### src/rtl/button_conditioner.sv
// button_conditioner: N_BTN-channel 2-flop sync, hysteresis debounce, press/release/long/repeat strobes paced by sample_en (clk, rst_n, sample_en, btn_in -> btn_level/press/release/long/repeat)
module button_conditioner #(
  parameter int N_BTN        = 2,
  parameter int DB_DEPTH     = 4,
  parameter int HOLD_TICKS   = 16,
  parameter int REPEAT_TICKS = 4,
  parameter bit REPEAT_EN    = 1'b1
) (
  input  logic             clk,
  input  logic             rst_n,
  input  logic             sample_en,
  input  logic [N_BTN-1:0] btn_in,
  output logic [N_BTN-1:0] btn_level,
  output logic [N_BTN-1:0] btn_press,
  output logic [N_BTN-1:0] btn_release,
  output logic [N_BTN-1:0] btn_long,
  output logic [N_BTN-1:0] btn_repeat
);
  localparam int MX = HOLD_TICKS > REPEAT_TICKS ? HOLD_TICKS : REPEAT_TICKS;
  localparam int CW = $clog2(MX) + 1;
  localparam logic [CW-1:0] HOLD_LAST = CW'(HOLD_TICKS - 1);
  localparam logic [CW-1:0] REP_LAST = CW'(REPEAT_TICKS - 1);
  typedef enum logic [1:0] {IDLE, PRESS, HELD} state_t;
  logic [N_BTN-1:0] s1, s2;
  always_ff @(posedge clk) begin
    if (!rst_n) begin
      s1 <= '0;
      s2 <= '0;
    end else begin
      s1 <= btn_in;
      s2 <= s1;
    end
  end
  for (genvar i = 0; i < N_BTN; i++) begin : g_ch
    state_t st, st_n;
    logic [CW-1:0] cnt, cnt_n;
    logic [DB_DEPTH-1:0] sh, sh_n;
    logic lv, lv_n, pr_n, rl_n, lg_n, rp_n;
    logic pr_q, rl_q, lg_q, rp_q;
    always_comb begin
      sh_n = {sh[DB_DEPTH-2:0], s2[i]};
      lv_n = &sh_n ? 1'b1 : ~|sh_n ? 1'b0 : lv;
      st_n = st;
      cnt_n = cnt;
      pr_n = 1'b0;
      rl_n = 1'b0;
      lg_n = 1'b0;
      rp_n = 1'b0;
      case (st)
        IDLE: if (lv_n) begin
          st_n = PRESS;
          cnt_n = '0;
          pr_n = 1'b1;
        end
        PRESS: if (!lv_n) begin
          st_n = IDLE;
          rl_n = 1'b1;
        end else if (cnt == HOLD_LAST) begin
          st_n = HELD;
          cnt_n = '0;
          lg_n = 1'b1;
          rp_n = 1'b1;
        end else cnt_n = cnt + CW'(1);
        HELD: if (!lv_n) begin
          st_n = IDLE;
          rl_n = 1'b1;
        end else if (REPEAT_EN && cnt == REP_LAST) begin
          cnt_n = '0;
          rp_n = 1'b1;
        end else cnt_n = REPEAT_EN ? cnt + CW'(1) : cnt;
        default: st_n = IDLE;
      endcase
    end
    always_ff @(posedge clk) begin
      if (!rst_n) begin
        st <= IDLE;
        cnt <= '0;
        sh <= '0;
        lv <= 1'b0;
        pr_q <= 1'b0;
        rl_q <= 1'b0;
        lg_q <= 1'b0;
        rp_q <= 1'b0;
      end else begin
        pr_q <= sample_en & pr_n;
        rl_q <= sample_en & rl_n;
        lg_q <= sample_en & lg_n;
        rp_q <= sample_en & rp_n;
        if (sample_en) begin
          st <= st_n;
          cnt <= cnt_n;
          sh <= sh_n;
          lv <= lv_n;
        end
      end
    end
    assign btn_level[i] = lv;
    assign btn_press[i] = pr_q;
    assign btn_release[i] = rl_q;
    assign btn_long[i] = lg_q;
    assign btn_repeat[i] = rp_q;
  end
endmodule

### config.mk
export PLATFORM = sky130hd
export DESIGN_NAME = button_conditioner
export DESIGN_NICKNAME = d
export VERILOG_FILES = /design/src/rtl/button_conditioner.sv
export SDC_FILE = /design/constraint.sdc
export NUM_CORES = 1
export LEC_CHECK = 0
export CORE_MARGIN = 1
export CORE_UTILIZATION = 55
export DETAILED_ROUTE_END_ITERATION = 12
export PLACE_DENSITY = 0.82
export REMOVE_ABC_BUFFERS = 1
export SYNTH_ARGS = -nofsm -noshare
export SYNTH_HDL_FRONTEND = slang
export SYNTH_SLANG_ARGS = --single-unit
export TNS_END_PERCENT = 1
### constraint.sdc
create_clock -name clk -period 2.45 [get_ports clk]
set_input_delay 0.245 -clock clk [delete_from_list [all_inputs] [get_ports clk]]
set_output_delay 0.245 -clock clk [all_outputs]
set_load 0.1 [all_outputs]
* Word level (Yosys, flattened, before mapping)
Index checks and enable logic that the tools add are counted.
Widths: inputs -> output; s select.
** Word-level totals
- Latch bits :: 0
- ROM bits :: 0
- Memories :: 0
- RAM bits :: 0
- Flip-flop bits (word level) :: 34
- Input bits :: 5
** Operators by class
- Mux-type cells :: 46
- $lt $le $gt $ge :: 0
- Reduce and logical (&&, ||, !) cells :: 14
- Divide/modulo/power cells :: 0
- Equal/unequal tests :: 18
- Shift operators :: 0
- Multipliers :: 0
- Bitwise logic cells :: 8
- Add/subtract/negate cells :: 2
** Operator list (number)
- $mux 5 :: 10
- $pmux 5 s3 :: 2
- $mux 1 :: 22
- $mux 2 :: 8
- $ne 2x2->1 const B :: 8
- $reduce_and 4->1 :: 4
- $pmux 2 s3 :: 2
- $add 5x1->5 const B :: 2
- $eq 5x2->1 const B :: 2
- $eq 5x4->1 const B :: 2
- $reduce_and 5->1 :: 2
- $and 1x1->1 :: 8
- $reduce_or 4->1 :: 2
- $ne 3x3->1 const B :: 2
- $reduce_bool 3->1 :: 2
- $eq 2x1->1 const B :: 2
- $eq 2x2->1 const B :: 2
- $logic_not 2->1 :: 2
- $pmux 1 s2 :: 2
- $reduce_or 2->1 :: 2

* Longest topological paths before layout
Gate-level depths: netlist of run 1.
- Depth in word-level cells :: 6
- Mapped depth :: 8
- Gate-level depth less buffers :: 8

* Least setup slack after synthesis of run 1
OpenSTA, ideal clock, no wires.
- Path kind :: flip-flop to flip-flop
- Start point :: reg g_ch[1].cnt[0]
- End point :: reg g_ch[1].cnt[3]
- Arrival :: 1.571 ns
- Cell stages (with the launch flop) :: 9
- Slack :: 0.787 ns
- Clock period less this slack :: 1.663 ns
- Required time :: 2.358 ns
- Path buffers :: 0
- Path through :: dfxtp_1 > ha_1 > nand3_1 > inv_1 > ha_1 > nor2b_1 > o2bb2ai_1 > nand2_1 > o32ai_1
** On the way
- Cells in the longest elaborated chain, start to end :: 4
- Elaborated cells between the ends (all ways) :: 8
- Those cells by class :: 1 x add/sub; 2 x eq/ne; 5 x mux
** Ends and longest elaborated chain
- from (decl) :: RTL line 36 : logic [CW-1:0] cnt, cnt_n;
- from (signal assigned) :: RTL line 91 : cnt <= cnt_n;
- $add 5x1->5 (tied with other cells) :: RTL line 63, 70
- $mux 5, on equally long branches :: RTL line 67, 58
- $mux 5, on equally long branches :: RTL line 64, 55
- $pmux 5 s3 * :: RTL line 49 : case (st)
Every way passes the cells marked *; elsewhere a longest branch is shown, timed or not. The select of a mux whose other input is x is not followed.
A chain may end at the register's enable or synchronous reset.

* Worst setup path after layout of run 1
Ends and elaborated chain as after synthesis.

==> flow_metrics.py, run 1 <==
metrics = {
    "floorplanning": {
        "initial_utilization_pct": 58.4,
        "rows": 20,
        "dieArea_mm2": 0.00347,
        "die_w_um": 58.9,
        "io-pin-count": 15,
        "die_y_um": 58.9,
        "coreArea_mm2": 0.00305,
    },
    "worst_setup_path": {
        "cp.arrival_ps": 2150,
        "cp_max_fo": 5,
        "required_ps": 2680,
        "cp-end-kind": "flop",
        "rrSetupSlack_ps": 540,
        "crit_path_start_kind": "flop",
        "reg2regPathDepth": 8,
        "r2r-end": "g_ch[1].cnt[3]",
        "path_class": "flop to flop",
        "regToRegStartpoint": "g_ch[1].cnt[0]",
    },
    "timing": {
        "fin_crit_sh_pct": 78.0,
        "worst_pin_slew_ps": 729,
        "fmax_mhz": 523,
        "timing.clock.skew_ps": 8.63,
        "maxSlewViolCount": 0,
        "rsz0062_at_grt": "false",
        "final_hold_viol_count": 0,
        "whs_ps": 445,
        "layout_min_cycle_time_ps": 1910,
        "setup_violations": 0,
        "setup-tns-final_ps": 0,
        "fin_ws_ps": 539,
        "slew_headroom_pct": 51.2,
    },
    "detailed_routing": {
        "wl_met1_um": 1480,
        "vias_per_cell": 5.50,
        "route.detailed.drc": 0,
        "drt-total-wl_um": 3120,
        "ant_nets": 0,
        "met3_length_um": 82,
        "drt_iter0_drc": 57,
        "dr_wl_met2_um": 1500,
        "wl_per_cell_um": 12.6,
        "first_pass_iters": 6,
        "dr.max_layer_used": "met4",
        "vias": 1363,
    },
    "global_route": {
        "grt_usage_pct": 20.9,
        "antenna_found_initial": 0,
        "grt_max_degree": 25,
        "grt_pass1_vias": 1270,
        "grt_first_pass_wirelength_um": 5510,
        "overflow": 0,
    },
    "pwr": {
        "ir_drop_uv": 211,
        "seqPwrFrac_pct": 56.4,
        "switching_power_uw": 208,
        "powerDensity_mw_per_mm2": 510,
        "power_uw": 993,
        "combPwrFrac_pct": 3.5,
        "switching_share_pct": 20.9,
        "intPower_uw": 785,
        "clkPwrFrac_pct": 40.1,
        "p_leak_uw": 0.000760,
    },
    "cells_and_area": {
        "diodes": 0,
        "nNetsFinal": 221,
        "seqCellArea_um2": 681,
        "nFillCells": 282,
        "multi_input_area_um2": 953,
        "drive_gt1_share_pct": 12.3,
        "area.growth.synth_to_final_pct": 9.33,
        "post-route-util_pct": 63.9,
    },
    "synth": {
        "ys_seq_area_share_pct": 38.2,
        "yosysWarnings": 0,
        "synth_most_common_cell": "dfxtp_1",
        "synth_area_mm2": 0.00178,
        "yosysUniqueCellTypes": 42,
        "yosys.area.top_type": "dfxtp_1",
        "syn_inst": 195,
        "synth_top_cell_area_share_pct": 38.2,
        "ys_ff_latch": 34,
        "synthTopCellsByCount": "dfxtp_1 (34), nand2_1 (20), inv_1 (14)",
        "synth_edf_count": 0,
        "async_reset_ff_share_pct": 0,
        "ys.flop_type": "dfxtp_1",
        "ys_top_cells_by_area": "dfxtp_1 (38%), ha_1 (9.1%), mux2i_1 (5.6%)",
        "synth.avg_cell_area_um2": 9.14,
    },
    "clocking": {
        "cts_buffers": 5,
        "clockBufferDepth": 2,
        "cts_resized": 0,
        "path_clk_slew_ps": 110,
        "clock_sinks": 34,
        "clock_latency_ps": 330,
        "cts_tree": "done",
        "htree_num_levels": 2,
        "root_buffer": "clkbuf_4",
        "post-cts-setup-buffers": 0,
        "holdBufCountCts": 0,
    },
    "placed_design": {
        "io_buffers": 14,
        "post-place-ws_ps": 472,
        "routabilityCongestion": 0.778,
        "post-dp-hpwl_um": 2310,
    },
    "status": {
        "status": "complete, no violations",
    },
    "hold_path": {
        "hp-class": "flop to flop",
        "whs_path_depth": 1,
        "holdCritStartpoint": "s1[0]",
        "hold-path-endpoint": "s2[0]",
    },
    "run": {
        "max-cap-violations": 0,
    },
}
-- worst max-delay path, cell delays in order, from the launching register on --
cell	delay (ps)
dfxtp_1	350
ha_1	240
nand3_1	120
inv_1	50
ha_1	210
nor2b_1	200
o2bb2ai_1	230
nand2_1	120
o32ai_1	290
-- area by class of cell --
cell class	instances	share of cell area [%]
sequential	34	34.9
clock buffer	5	1.93
multi-input combinational	132	48.9
timing repair buffer	16	6.68
tap	44	2.82
clock inverter	3	2.05
inverter	14	2.70
-- power by group through the flow --
stage               logic (uW)  registers (uW)  clock network [uW]
floorplan                 13.0             572                   0
global placement          33.9             573                   0
detailed placement        35.5             573                   0
CTS                       35.6             560                 404
global route              38.3             561                 442
finish                    35.1             560                 398
-- metrics by stage --
stage,std cells,cell area [um2]
finish,248,1950
global route,248,1950
CTS,248,1950
detailed placement,240,1870
global placement,240,1870
floorplan,180,1690
-- state kept, by name (all words and copies together), names as in the netlist --
register   flops
g_ch.cnt      10
g_ch.lg_q      2
g_ch.lv        2
g_ch.pr_q      2
g_ch.rl_q      2
g_ch.rp_q      2
g_ch.sh        6
g_ch.st        4
s1             2
s2             2
-- per-layer routing --
layer,up-vias,GRT usage (%)
met5,-,0
met4,0,10.2
met3,8,3.96
met2,25,34.9
met1,644,25.8
li1,686,-
-- how the worst max path moves through the flow --
stage	startpoint	to	slack (ps)	cells after the start
floorplan	g_ch[1].lv	g_ch[1].st[1]	430	4
global placement	sample_en	g_ch[1].cnt[3]	560	5
detailed placement	sample_en	g_ch[1].cnt[3]	470	5
CTS	g_ch[1].cnt[0]	g_ch[1].cnt[3]	550	8
global route	g_ch[1].cnt[0]	g_ch[1].cnt[3]	360	8
finish	g_ch[1].cnt[0]	g_ch[1].cnt[3]	540	8
-- kinds of logic (layout without fill, tap and decap cells) --
group	after synthesis	after routing	synth area share, %
and+or+nand+nor	71	71	21.5
adders and majority gates	13	13	9.12
buffers and inverters	29	38	8.35
AOI/OAI and AO/OA	38	38	17.3
DFF	34	34	38.2
muxes	10	10	5.61
-- layout by cell type (no fill, tap or decap), types with 4 or more instances in the layout --
cell	Yosys	layout
nand2_1	20	20
nor2_1	6	6
ha_1	13	13
mux2i_1	10	10
nand3_1	9	9
buf_4	10	12
inv_1	14	14
and2_1	5	5
nand2b_1	7	7
clkbuf_4	0	5
dfxtp_1	34	34
a21oi_1	4	4
nand3b_1	4	4
nor2b_1	10	10
a21boi_0	7	7
clkdlybuf4s50_1	0	4
o21ai_0	4	4
No activity file was read; power rests on OpenSTA's default activity.
==> run 2, diff against run 1 <==
==> constraint.sdc (replaced) <==
create_clock -name clk -period 1.8 [get_ports clk]
set_input_delay 0.18 -clock clk [delete_from_list [all_inputs] [get_ports clk]]
set_output_delay 0.18 -clock clk [all_outputs]
set_load 0.1 [all_outputs]
==> run 2 against run 1 <==
Compared with the run above:
- critical path depth did not move
- register-to-register slack lost 430 ps
- sequential power grew 36%
- non-clock buffer count grew 7
- clock skew decreased by 0.87 ps
- global-route usage grew 0.64 points
- first-iteration DRC count is 23% lower
- sequential share of layout area fell by 1.9 points
- hold slack worse by 44 ps
- combinational power grew 54%
- routed wire length grew 11%
- design area rose by 6.6%
- largest cell class unchanged
==> flow_metrics.py, run 2 (synthesis results as in run 1) <==
metrics = {
    "status": {
        "status": "complete, no violations",
    },
    "floorplanning": {
        "die_y_um": 58.9,
        "coreArea_mm2": 0.00305,
        "rows": 20,
        "dieArea_mm2": 0.00347,
        "die_w_um": 58.9,
        "initial_utilization_pct": 58.4,
        "io-pin-count": 15,
    },
    "detailed_routing": {
        "ant_nets": 0,
        "vias_per_cell": 5.49,
        "drt_iter0_drc": 44,
        "vias": 1400,
        "first_pass_iters": 4,
        "drt-total-wl_um": 3460,
        "route.detailed.drc": 0,
        "wl_per_cell_um": 13.6,
    },
    "cells_and_area": {
        "area.growth.synth_to_final_pct": 16.6,
        "largestRegisters": "g_ch.cnt: 10 flops, g_ch.sh: 6 flops, g_ch.st: 4 flops",
        "top_register": "g_ch.cnt",
        "final_cell_mix": "dfxtp_1 (31), nand2_1 (20), buf_4 (19)",
        "post-route-util_pct": 68.1,
        "nNetsFinal": 228,
        "final_common_cell": "dfxtp_1",
        "diodes": 0,
        "largest_register_ffs": 10,
        "drive_gt1_share_pct": 22.7,
    },
    "pwr": {
        "combPwrFrac_pct": 4.2,
        "p_leak_uw": 0.000795,
        "intPower_uw": 972,
        "seqPwrFrac_pct": 59.6,
        "ir_drop_uv": 483,
        "switching_share_pct": 23.9,
        "powerDensity_mw_per_mm2": 615,
        "switching_power_uw": 306,
        "clkPwrFrac_pct": 36.2,
    },
    "hold_path": {
        "holdCritStartpoint": "btn_in[0]",
        "hold-path-endpoint": "s1[0]",
        "hp-class": "input pin to flop",
        "whs_path_depth": 2,
    },
    "worst_setup_path": {
        "regToRegStartpoint": "g_ch[1].cnt[0]",
        "cp.arrival_ps": 1960,
        "cp-end-kind": "flop",
        "r2r-end": "g_ch[1].cnt[3]",
        "rrSetupSlack_ps": 110,
        "crit_path_start_kind": "flop",
        "required_ps": 2060,
        "cp_max_fo": 5,
        "reg2regPathDepth": 8,
        "path_class": "flop to flop",
    },
    "timing": {
        "slew_headroom_pct": 60.1,
        "timing.clock.skew_ps": 7.76,
        "setup-tns-final_ps": 0,
        "worst_pin_slew_ps": 590,
        "fin_crit_sh_pct": 94.0,
        "final_hold_viol_count": 0,
        "setup_violations": 0,
        "maxSlewViolCount": 0,
        "layout_min_cycle_time_ps": 1690,
        "fmax_mhz": 591,
    },
    "clocking": {
        "post-cts-setup-buffers": 0,
        "path_clk_slew_ps": 110,
        "clock_latency_ps": 350,
        "cts_buffers": 5,
        "clock_sinks": 34,
        "cts_tree": "done",
        "holdBufCountCts": 0,
        "clockBufferDepth": 2,
        "htree_num_levels": 2,
        "root_buffer": "clkbuf_4",
    },
    "placed_design": {
        "io_buffers": 14,
        "routabilityCongestion": 0.788,
        "post-dp-hpwl_um": 2460,
    },
    "global_route": {
        "grt_first_pass_wirelength_um": 5510,
        "grt_usage_pct": 21.6,
        "grt_pass1_vias": 1276,
        "grt_max_degree": 17,
        "overflow": 0,
        "antenna_found_initial": 0,
    },
    "run": {
        "max-cap-violations": 0,
    },
}
-- run 2: changes by cell type in the layout (fill, tap and decap cells not counted), moves of 3 or more --
cell / change
buf_4: +7
ha_2: +3
dfxtp_1: -3
ha_1: -4
-- run 2: stage by stage --
stage / hold WS [ps] / cell area, um2 / setup WS (ps) / power, uW / instances
5_1_grt: 377 / 2080 / -6.30 / 1340 / 255
6_report: 401 / 2080 / 108 / 1280 / 255
3_5_place_dp: 430 / 1920 / -30.0 / 832 / 247
4_1_cts: 383 / 2000 / 8.35 / 1300 / 255
2_1_floorplan: 302 / 1690 / -216 / 797 / 180
3_3_place_gp: 414 / 1920 / 77.7 / 831 / 247
-- run 2: worst max path at each step --
stage	from	to	slack (ps)	cells after the start
after CTS	g_ch[0].cnt[1]	g_ch[0].st[1]	8	8
after floorplan	g_ch[1].lv	g_ch[1].st[1]	-220	4
after global routing	g_ch[0].cnt[0]	g_ch[0].cnt[3]	-6	5
final	g_ch[1].cnt[0]	g_ch[1].cnt[3]	110	8
after detailed placement	g_ch[1].cnt[0]	g_ch[1].cnt[3]	-30	8
after global placement	g_ch[1].cnt[0]	g_ch[1].cnt[3]	80	8
-- run 2: critical path: stages, from the launching register on --
cell and delay [ps]:
dfxtp_2 350, ha_2 200, nand3_1 110, inv_1 50
ha_1 210, nor2b_4 170, o2bb2ai_4 150, nand2_1 120
o32ai_2 260
-- run 2: metal layers --
metal	part of all wire, %	global-route usage, %
met5	0	0
met1	46	26.2
met2	47	33.4
met3	4.0	6.59
met4	2.5	12.9
-- run 2: power by group through the flow --
stage | registers [uW] | clock network, uW | logic, uW
2_1_floorplan | 779 | 0 | 17.8
3_3_place_gp | 780 | 0 | 51.2
3_5_place_dp | 780 | 0 | 52.2
4_1_cts | 763 | 482 | 52.5
5_1_grt | 762 | 515 | 58.3
6_report | 761 | 462 | 54.0
-- run 2: repair_timing --
item | 4_1_cts | 5_1_grt
resized for setup | 4 | 17
setup endpoints to repair | 4 | 10
pin swaps | 0 | 1
-- run 2: cell type report --
type                    instances  area (um2)
flip-flops and latches         34         687
well taps                      44        55.1
multi-input cells             132        1040
inverters                      14        52.6
fillers                       247         975
repair buffers                 23         183
clock buffers                   6        51.3
clock inverters                 2        12.5
==> run 3, diff against run 2 <==
--- a/config.mk
+++ b/config.mk
@@ -10,6 +10,7 @@
 export DETAILED_ROUTE_END_ITERATION = 12
 export PLACE_DENSITY = 0.82
 export REMOVE_ABC_BUFFERS = 1
+export SLEW_MARGIN = 10
 export SYNTH_ARGS = -nofsm -noshare
 export SYNTH_HDL_FRONTEND = slang
 export SYNTH_SLANG_ARGS = --single-unit
==> constraint.sdc (replaced) <==
create_clock -name clk -period 1.8 [get_ports clk]
set_input_delay 0.18 -clock clk [delete_from_list [all_inputs] [get_ports clk]]
set_output_delay 0.18 -clock clk [all_outputs]
set_load 0.01 [all_outputs]
==> run 3 against run 2 <==
Compared with the run above:
- power shrank 1.1%
- count of clock-buffer cells in the layout grew 1
- clock skew grew 3.0 ps
==> flow_metrics.py, run 3 (synthesis results as in run 1) <==
metrics = {
    "worst_setup_path": {
        "crit_slowest_cell": "ha_1",
        "cp_max_fo": 5,
        "cp_top_family": "compound AO/OA/AOI/OAI gates",
        "cpMostUsedCell": "nand2_1",
        "cp.buffers_inverters": 1,
        "required_ps": 2060,
        "crit_chain": "inv_1 > ha_1 > nand2_1 > o2bb2ai_4 > nand2_1 > o32ai_1",
        "cp.arrival_ps": 1990,
        "critPathMaxStageDelay_ps": 420,
        "regToRegStartpoint": "g_ch[1].st[1]",
        "crit_path_start_kind": "flop",
        "cp-end-kind": "flop",
        "crit_start": "g_ch[1].st[1]",
        "path_class": "flop to flop",
    },
    "pwr": {
        "ir_drop_uv": 405,
        "switching_power_uw": 289,
        "powerDensity_mw_per_mm2": 602,
        "p_leak_uw": 0.000781,
        "seqPwrFrac_pct": 60.3,
        "switching_share_pct": 22.9,
        "clkPwrFrac_pct": 35.4,
        "intPower_uw": 975,
        "power_uw": 1260,
        "combPwrFrac_pct": 4.2,
    },
    "clocking": {
        "clock_latency_ps": 350,
        "holdBufCountCts": 0,
        "cts_tree": "done",
        "clock_sinks": 34,
        "clockBufferDepth": 2,
        "path_clk_slew_ps": 110,
        "cts_buffers": 5,
        "root_buffer": "clkbuf_4",
        "htree_num_levels": 2,
    },
    "placed_design": {
        "post-dp-hpwl_um": 2480,
        "place_inst": 247,
        "io_buffers": 14,
        "routabilityCongestion": 0.783,
    },
    "detailed_routing": {
        "drt_iter0_drc": 64,
        "route.detailed.drc": 0,
        "vias_per_cell": 5.57,
        "vias": 1425,
        "first_pass_iters": 4,
        "wl_per_cell_um": 14.0,
        "drt-total-wl_um": 3580,
        "ant_nets": 0,
    },
    "global_route": {
        "grt_max_degree": 12,
        "grt_pass1_vias": 1358,
        "grt_usage_pct": 21.7,
        "grt_first_pass_wirelength_um": 5660,
        "overflow": 0,
        "antenna_found_initial": 0,
    },
    "timing": {
        "fin_crit_sh_pct": 95.9,
        "setup_violations": 0,
        "fmax_mhz": 579,
        "worst_pin_slew_ps": 635,
        "layout_min_cycle_time_ps": 1730,
        "timing.clock.skew_ps": 10.7,
        "slew_headroom_pct": 57.1,
        "rsz0062_at_grt": "true",
        "setup-tns-final_ps": 0,
        "whs_ps": 406,
        "maxSlewViolCount": 0,
        "final_hold_viol_count": 0,
    },
    "cells_and_area": {
        "diodes": 0,
        "drive_gt1_share_pct": 17.5,
        "top_register": "g_ch.cnt",
        "final_cell_mix": "dfxtp_1 (31), nand2_1 (20), inv_1 (14), clkdlybuf4s50_1 (14)",
        "final_common_cell": "dfxtp_1",
        "area.growth.synth_to_final_pct": 17.8,
        "nNetsFinal": 229,
        "largestRegisters": "g_ch.cnt: 10 flops, g_ch.sh: 6 flops, g_ch.st: 4 flops",
        "largest_register_ffs": 10,
        "finalNonFillerCells": 256,
        "post-route-util_pct": 68.8,
    },
    "floorplanning": {
        "io-pin-count": 15,
        "rows": 20,
        "coreArea_mm2": 0.00305,
        "initial_utilization_pct": 58.4,
        "die_w_um": 58.9,
        "dieArea_mm2": 0.00347,
        "die_y_um": 58.9,
    },
    "hold_path": {
        "holdCritStartpoint": "btn_in[0]",
        "hp-class": "input pin to flop",
    },
    "status": {
        "status": "complete, no violations",
    },
    "run": {
        "max-cap-violations": 0,
    },
}
==> run 3: changes by cell type in the layout (fill, tap and decap cells not counted), sizes merged <==
cell / delta
clkinvlp: -1
clkbuf: +1
clkdlybuf4s50: +10
buf: -9
==> run 3: final timing paths <==
check	endpoint	slack, ps	cells after the start
min	s1[0]	410	2
max	g_ch[1].cnt[3]	70	6
max reg2reg	g_ch[1].cnt[3]	70	6
min reg2reg	s2[1]	450	1
==> run 3: metal layers <==
metal	vias to the layer above	track usage, %	routed length (um)
met3	10	7.47	144
met5	-	0	0
met2	30	36.2	1780
met4	0	9.52	55
met1	682	25.2	1600
li1	703	-	-
==> run 3: power by group through the flow <==
| stage | clock network, uW | registers, uW | logic, uW |
|---|---|---|---|
| floorplan | 0 | 779 | 17.8 |
| global placement | 0 | 780 | 51.0 |
| detailed placement | 0 | 780 | 52.0 |
| CTS | 458 | 763 | 52.0 |
| global route | 493 | 764 | 58.4 |
| finish | 448 | 763 | 53.5 |
==> run 3: what timing repair did <==
action,4_1_cts,5_1_grt
pin swaps,0,0
setup endpoints to repair,4,10
buffers inserted,0,1
resized for setup,5,13
==> run 3: final cells by class <==
class / count / area, um2
sequential: 34 / 684
clock inverter: 1 / 5.00
clock buffer: 7 / 55.1
inverter: 14 / 52.6
timing repair buffer: 24 / 215
fill: 239 / 953
multi-input combinational: 132 / 1030
tap: 44 / 55.1
==> run 3: worst reg2reg max path, stage by stage, from the launching register on <==
cell	delay [ps]
dfxtp_1	400
inv_1	90
ha_1	420
nand2_1	130
o2bb2ai_4	210
nand2_1	110
o32ai_1	270
==> run 3: metrics by stage <==
step           setup WS (ps)  instance area, um2
5_1_grt                -34.0                2100
4_1_cts                 24.7                2020
3_5_place_dp           -35.6                1950
2_1_floorplan            137                1690
3_3_place_gp            83.0                1950
6_report                72.9                2100
